### src/rtl/mat_row_fetch.sv
// mat_row_fetch: Avalon-MM reader that fetches 64-bit matrix rows into a two-slot ping-pong buffer and streams them out as bytes
module mat_row_fetch #(
   parameter int          NUM_ROWS  = 8,
   parameter logic [31:0] BASE_ADDR = 32'd0
) (
   input  logic        clk,
   input  logic        reset,
   input  logic        start,
   output logic        busy,
   output logic        done,
   output logic [31:0] avm_address,
   output logic        avm_read,
   input  logic [63:0] avm_readdata,
   input  logic        avm_readdatavalid,
   input  logic        avm_waitrequest,
   output logic [7:0]  out_data,
   output logic        out_valid,
   input  logic        out_ready,
   output logic [2:0]  out_row,
   output logic [2:0]  out_col,
   output logic        out_last
);
   localparam logic [1:0] IDLE = 2'd0, REQ = 2'd1, WAIT_DATA = 2'd2, FILLED = 2'd3;
   localparam logic [3:0] NR   = 4'(NUM_ROWS);
   localparam logic [3:0] LAST = 4'(NUM_ROWS - 1);
   logic [1:0]  state, occ, occ_n;
   logic        pending, head, got, acc, pop, fin;
   logic [3:0]  req_row, drain_row;
   logic [2:0]  col;
   logic [63:0] slot0, slot1, cur;
   assign avm_read    = state == REQ;
   assign avm_address = BASE_ADDR + {28'd0, req_row};
   assign cur         = head ? slot1 : slot0;
   assign out_valid   = occ != 2'd0;
   assign out_data    = cur[{~col, 3'b000} +: 8];
   assign out_row     = drain_row[2:0];
   assign out_col     = col;
   assign out_last    = out_valid & (drain_row == LAST) & (col == 3'd7);
   assign acc         = out_valid & out_ready;
   assign pop         = acc & (col == 3'd7);
   assign fin         = acc & out_last;
   // only the read we actually issued may fill a slot; stray beats are dropped
   assign got         = (state == WAIT_DATA) & pending & avm_readdatavalid;
   assign occ_n       = occ + {1'b0, got} - {1'b0, pop};
   always_ff @(posedge clk) begin
      if (reset) begin
         state     <= IDLE;
         busy      <= 1'b0;
         done      <= 1'b0;
         pending   <= 1'b0;
         head      <= 1'b0;
         occ       <= 2'd0;
         req_row   <= 4'd0;
         drain_row <= 4'd0;
         col       <= 3'd0;
         slot0     <= 64'd0;
         slot1     <= 64'd0;
      end else begin
         done <= fin;
         occ  <= occ_n;
         if (got) begin
            if (head ^ occ[0]) slot1 <= avm_readdata;
            else slot0 <= avm_readdata;
            pending <= 1'b0;
         end
         if (acc) col <= col + 3'd1;
         if (pop) begin
            head      <= ~head;
            drain_row <= drain_row + 4'd1;
         end
         case (state)
            IDLE: if (start) begin
               state     <= REQ;
               busy      <= 1'b1;
               req_row   <= 4'd0;
               drain_row <= 4'd0;
               col       <= 3'd0;
               head      <= 1'b0;
               occ       <= 2'd0;
            end
            REQ: if (!avm_waitrequest) begin
               state   <= WAIT_DATA;
               pending <= 1'b1;
               req_row <= req_row + 4'd1;
            end
            WAIT_DATA: if (!pending | avm_readdatavalid)
               state <= (req_row == NR) ? FILLED : (occ_n[1] ? WAIT_DATA : REQ);
            default: ;
         endcase
         if (fin) begin
            state     <= IDLE;
            busy      <= 1'b0;
            drain_row <= 4'd0;
            col       <= 3'd0;
         end
      end
   end
endmodule

### config.mk
export PLATFORM = sky130hd
export DESIGN_NAME = mat_row_fetch
export DESIGN_NICKNAME = d
export VERILOG_FILES = /design/src/rtl/mat_row_fetch.sv
export SDC_FILE = /design/constraint.sdc
export NUM_CORES = 1
export LEC_CHECK = 0
export BUFFER_PORTS_ARGS = -buffer_cell sky130_fd_sc_hd__buf_2
export CAP_MARGIN = 25
export CORE_MARGIN = 1
export CORE_UTILIZATION = 50
export DETAILED_ROUTE_END_ITERATION = 16
export HOLD_SLACK_MARGIN = 0.08
export PLACE_DENSITY_LB_ADDON = 0.1
export SYNTH_ARGS = -nofsm -noshare
export SYNTH_HDL_FRONTEND = slang
export SYNTH_SLANG_ARGS = --single-unit
### constraint.sdc
create_clock -name clk -period 2 [get_ports clk]
set_clock_uncertainty 0.05 [all_clocks]
set_input_delay 0.2 -clock clk [delete_from_list [all_inputs] [get_ports clk]]
set_output_delay 0.2 -clock clk [all_outputs]
set_load 0.02 [all_outputs]
==> results_dict.tcl <==
set metrics [dict create \
    setup_viol_count_final 10 \
    yosysTopAreaCell "dfxtp_1" \
    cpMostUsedCell "buf_12" \
    postRouteWirelength_mm 17.2 \
    powerDensity_nw_per_um2 728 \
    ys_top_cells_by_area "dfxtp_1 44%, nand2_1 15%, a21oi_1 9.9%" \
    track_usage_pct 25.1 \
    clock-sinks 147 \
    rsz0062_at_grt "yes" \
    cts_buffers 17 \
    setup_tns_ps -2270 \
    clk_pin_slew_worst_paths_ps 50 \
    layout.cells.non_filler 1101 \
    grt_start_max_net_pins 68 \
    synth_area_per_cell_um2 8.73 \
    worst_pin_slew_ps 515 \
    yosysSeqAreaShare_pct 43.9 \
    critPathMaxStageDelay_ps 490 \
    multi_input_area_um2 3380 \
    path_depth 7 \
    ir_worst_vdd_mv 0.586 \
    holdCritPathClass "in2reg" \
    antenna_cells 0 \
    drc 0 \
    cp.required_ps 1750 \
    crit_end "out_data[4]" \
    dp.cells 996 \
    ys_ff_latch 147 \
    yosysMostFrequentCell "nand2_1" \
    coreArea_um2 12800 \
    swShare_pct 23.3 \
    intPower_w 0.00482 \
    path_class "reg2out" \
    async_flop_share_pct 0 \
    fillCellCount 1041 \
    syn_inst 768 \
    crit_path_end_kind "primary output" \
    drv_slew 0 \
    hold_violations 0 \
    cts_tree "yes" \
    post_drt_via_cell_ratio 5.33 \
    nets 1002 \
    max_clock_freq_mhz 436 \
    wl_per_cell_um 15.6 \
    ys_warn_count 0 \
    cp_data_arrival_time_ps 2040 \
    maxCapViolCount 0 \
    yosysTopAreaCellShare_pct 43.9 \
    syn_area_um2 6710 \
    drtIter0Drc 443 \
    dr.pass1.iters 5 \
    p_leak_nw 3.18 \
    power.share.sequential_pct 47.5 \
    start_kind "register" \
    initial_core_util_pct 52.3 \
    timing.rr.end "state[1]$_SDFFE_PP0P_" \
    seq_area_um2 2960 \
    regToRegStartpoint "out_col[0]$_SDFF_PP0_" \
    timing.reg2reg.worst_path_depth 11 \
    core.rowCount 41 \
    cts_root_buf "clkbuf_16" \
    die_w_um 118 \
    synthDistinctLibCells 44 \
    pwr-share-comb_pct 9.5 \
    clk_path_buf_depth 2 \
    insertion_delay_ps 420 \
    h-tree-depth 4 \
    vias 5873 \
    p_sw_w 0.00146 \
    synthFlopType "dfxtp_1" \
    gp_congestion 0.864 \
    crit_family "buffers and inverters" \
    cp-startpoint "head$_SDFF_PP0_" \
    status "finished, violations left" \
    timing.final.crit_share_pct 115 \
    path_cells "buf_12 -> buf_12 -> buf_12 -> mux4_2 -> a22oi_1 -> nand2_1 -> buf_2" \
    crit_buf_inv 4 \
    p_total_w 0.00628 \
    die-area_um2 13900 \
    grt_remaining_overflow 0 \
    die_y_um 118 \
    violations "negative setup slack" \
    synth_edf_count 0 \
    drive_gt1_share_pct 23.3 \
    min_period_ps 2290 \
    crit_slowest_cell "mux4_2" \
    ioPinCount 121 \
    ant_nets 0 \
    p_clk_share_pct 43.1 \
    reg2reg_slack_ps -110 \
    slew-limit-headroom_pct 65.5 \
    crit_fanout 5 \
    layout_setup_ws_ps -294 \
    antenna_found_initial 0 \
    syn2layout_area_growth_pct 28.4 \
    synthTopCellsByCount "272 x nand2_1, 147 x dfxtp_1, 133 x a21oi_1" \
    port_buffers 92 \
    dpl.hpwl_mm 10.4 \
    grt_pass1_wl_mm 27.3 \
    first_global_vias 5630 \
]
[placed cells by master (no fill, tap or decap), types with 2 or more instances in the layout]
cell type      count
a22oi_1            2
buf_4             21
inv_1              6
nor2_4             2
buf_12            11
nor2_1            16
dfxtp_4            3
nand4_1            5
xor2_1             5
a22oi_2           14
dlygate4sd3_1     66
buf_2             86
clkbuf_1           6
dfxtp_1          143
conb_1            28
nand3b_1           2
mux4_2            30
nand3_1            2
buf_6              7
ha_1               6
mux4_1             2
or2_2              3
nand2b_2           3
clkbuf_8           2
nand2_2            2
mux2i_1            3
clkbuf_16         17
ha_4               4
and2_1             3
nand2_1          271
a21oi_1          132
xnor2_1            3
[per-layer routing]
metal / part of all wire, % / vias up / track usage, %
met4: 1.2 / 0 / 8.09
met2: 49 / 186 / 42.5
met5: 0 / - / 0
met1: 44 / 2846 / 31.6
li1: - / 2826 / -
met3: 5.3 / 15 / 5.62
[worst min-delay path by stage]
stage,startpoint,end,slack (ps),cells past startpoint
finish,reset,req_row[1]$_SDFFE_PP0P_,170,2
detailed placement,slot1[10]$_SDFFE_PP0P_,slot1[10]$_SDFFE_PP0P_,390,2
global route,reset,req_row[1]$_SDFFE_PP0P_,180,2
CTS,reset,req_row[1]$_SDFFE_PP0P_,160,2
floorplan,avm_readdata[0],slot0[0]$_SDFFE_PP0P_,290,2
global placement,slot1[38]$_SDFFE_PP0P_,slot1[38]$_SDFFE_PP0P_,390,2
[layout make-up]
class,instances,share of cell area (%)
Inverter,7,0.305
Clock buffer,25,5.52
Multi-Input combinational cell,557,39.2
Sequential cell,147,34.3
Timing Repair Buffer,192,18.1
Tap cell,172,2.50
Clock inverter,1,0.0581
[state kept, by name (all words and copies together) (netlist names)]
register and count:
slot1 64, done 1, drain_row 4, req_row 4, slot0 64, occ 2
pending 1, state 2, out_col 3, head 1, busy 1
[metrics by stage]
| stage | hold slack (ps) | setup slack (ps) | area, um2 | utilization [%] |
|---|---|---|---|---|
| final | 166 | -294 | 8620 | 67.2 |
| after global placement | 387 | -58.6 | 7220 | 56.3 |
| after global routing | 183 | -377 | 8620 | 67.2 |
| after CTS | 165 | -294 | 8510 | 66.4 |
| after floorplan | 286 | -138 | 6870 | - |
| after detailed placement | 394 | -152 | 7220 | 56.3 |
[repair_timing]
action	in CTS	in global routing
setup buffers	5	9
pin swaps	8	13
hold buffers	66	0
resized for setup	26	26
gates cloned	1	0
setup endpoints to repair	10	10
endpoints found under the hold margin	130	0
[power by group through the flow]
stage	Clock [W]	Combinational, W	Sequential, W
finish	0.00270	0.000594	0.00298
detailed placement	0	0.000478	0.00304
CTS	0.00274	0.000587	0.00298
floorplan	0	0.000337	0.00305
global route	0.00288	0.000646	0.00298
global placement	0	0.000473	0.00304
[logic make-up after synthesis]
logic type,Yosys count,share of synthesized area (%)
compound gates,156,12.6
mux,35,11.8
other cells,1,0.0559
fa+ha+maj,10,1.87
xor+xnor,10,1.62
simple gates,318,19.2
buf+inv,91,8.95
flops,147,43.9
Note: power is estimated with default switching activity, not from simulation.
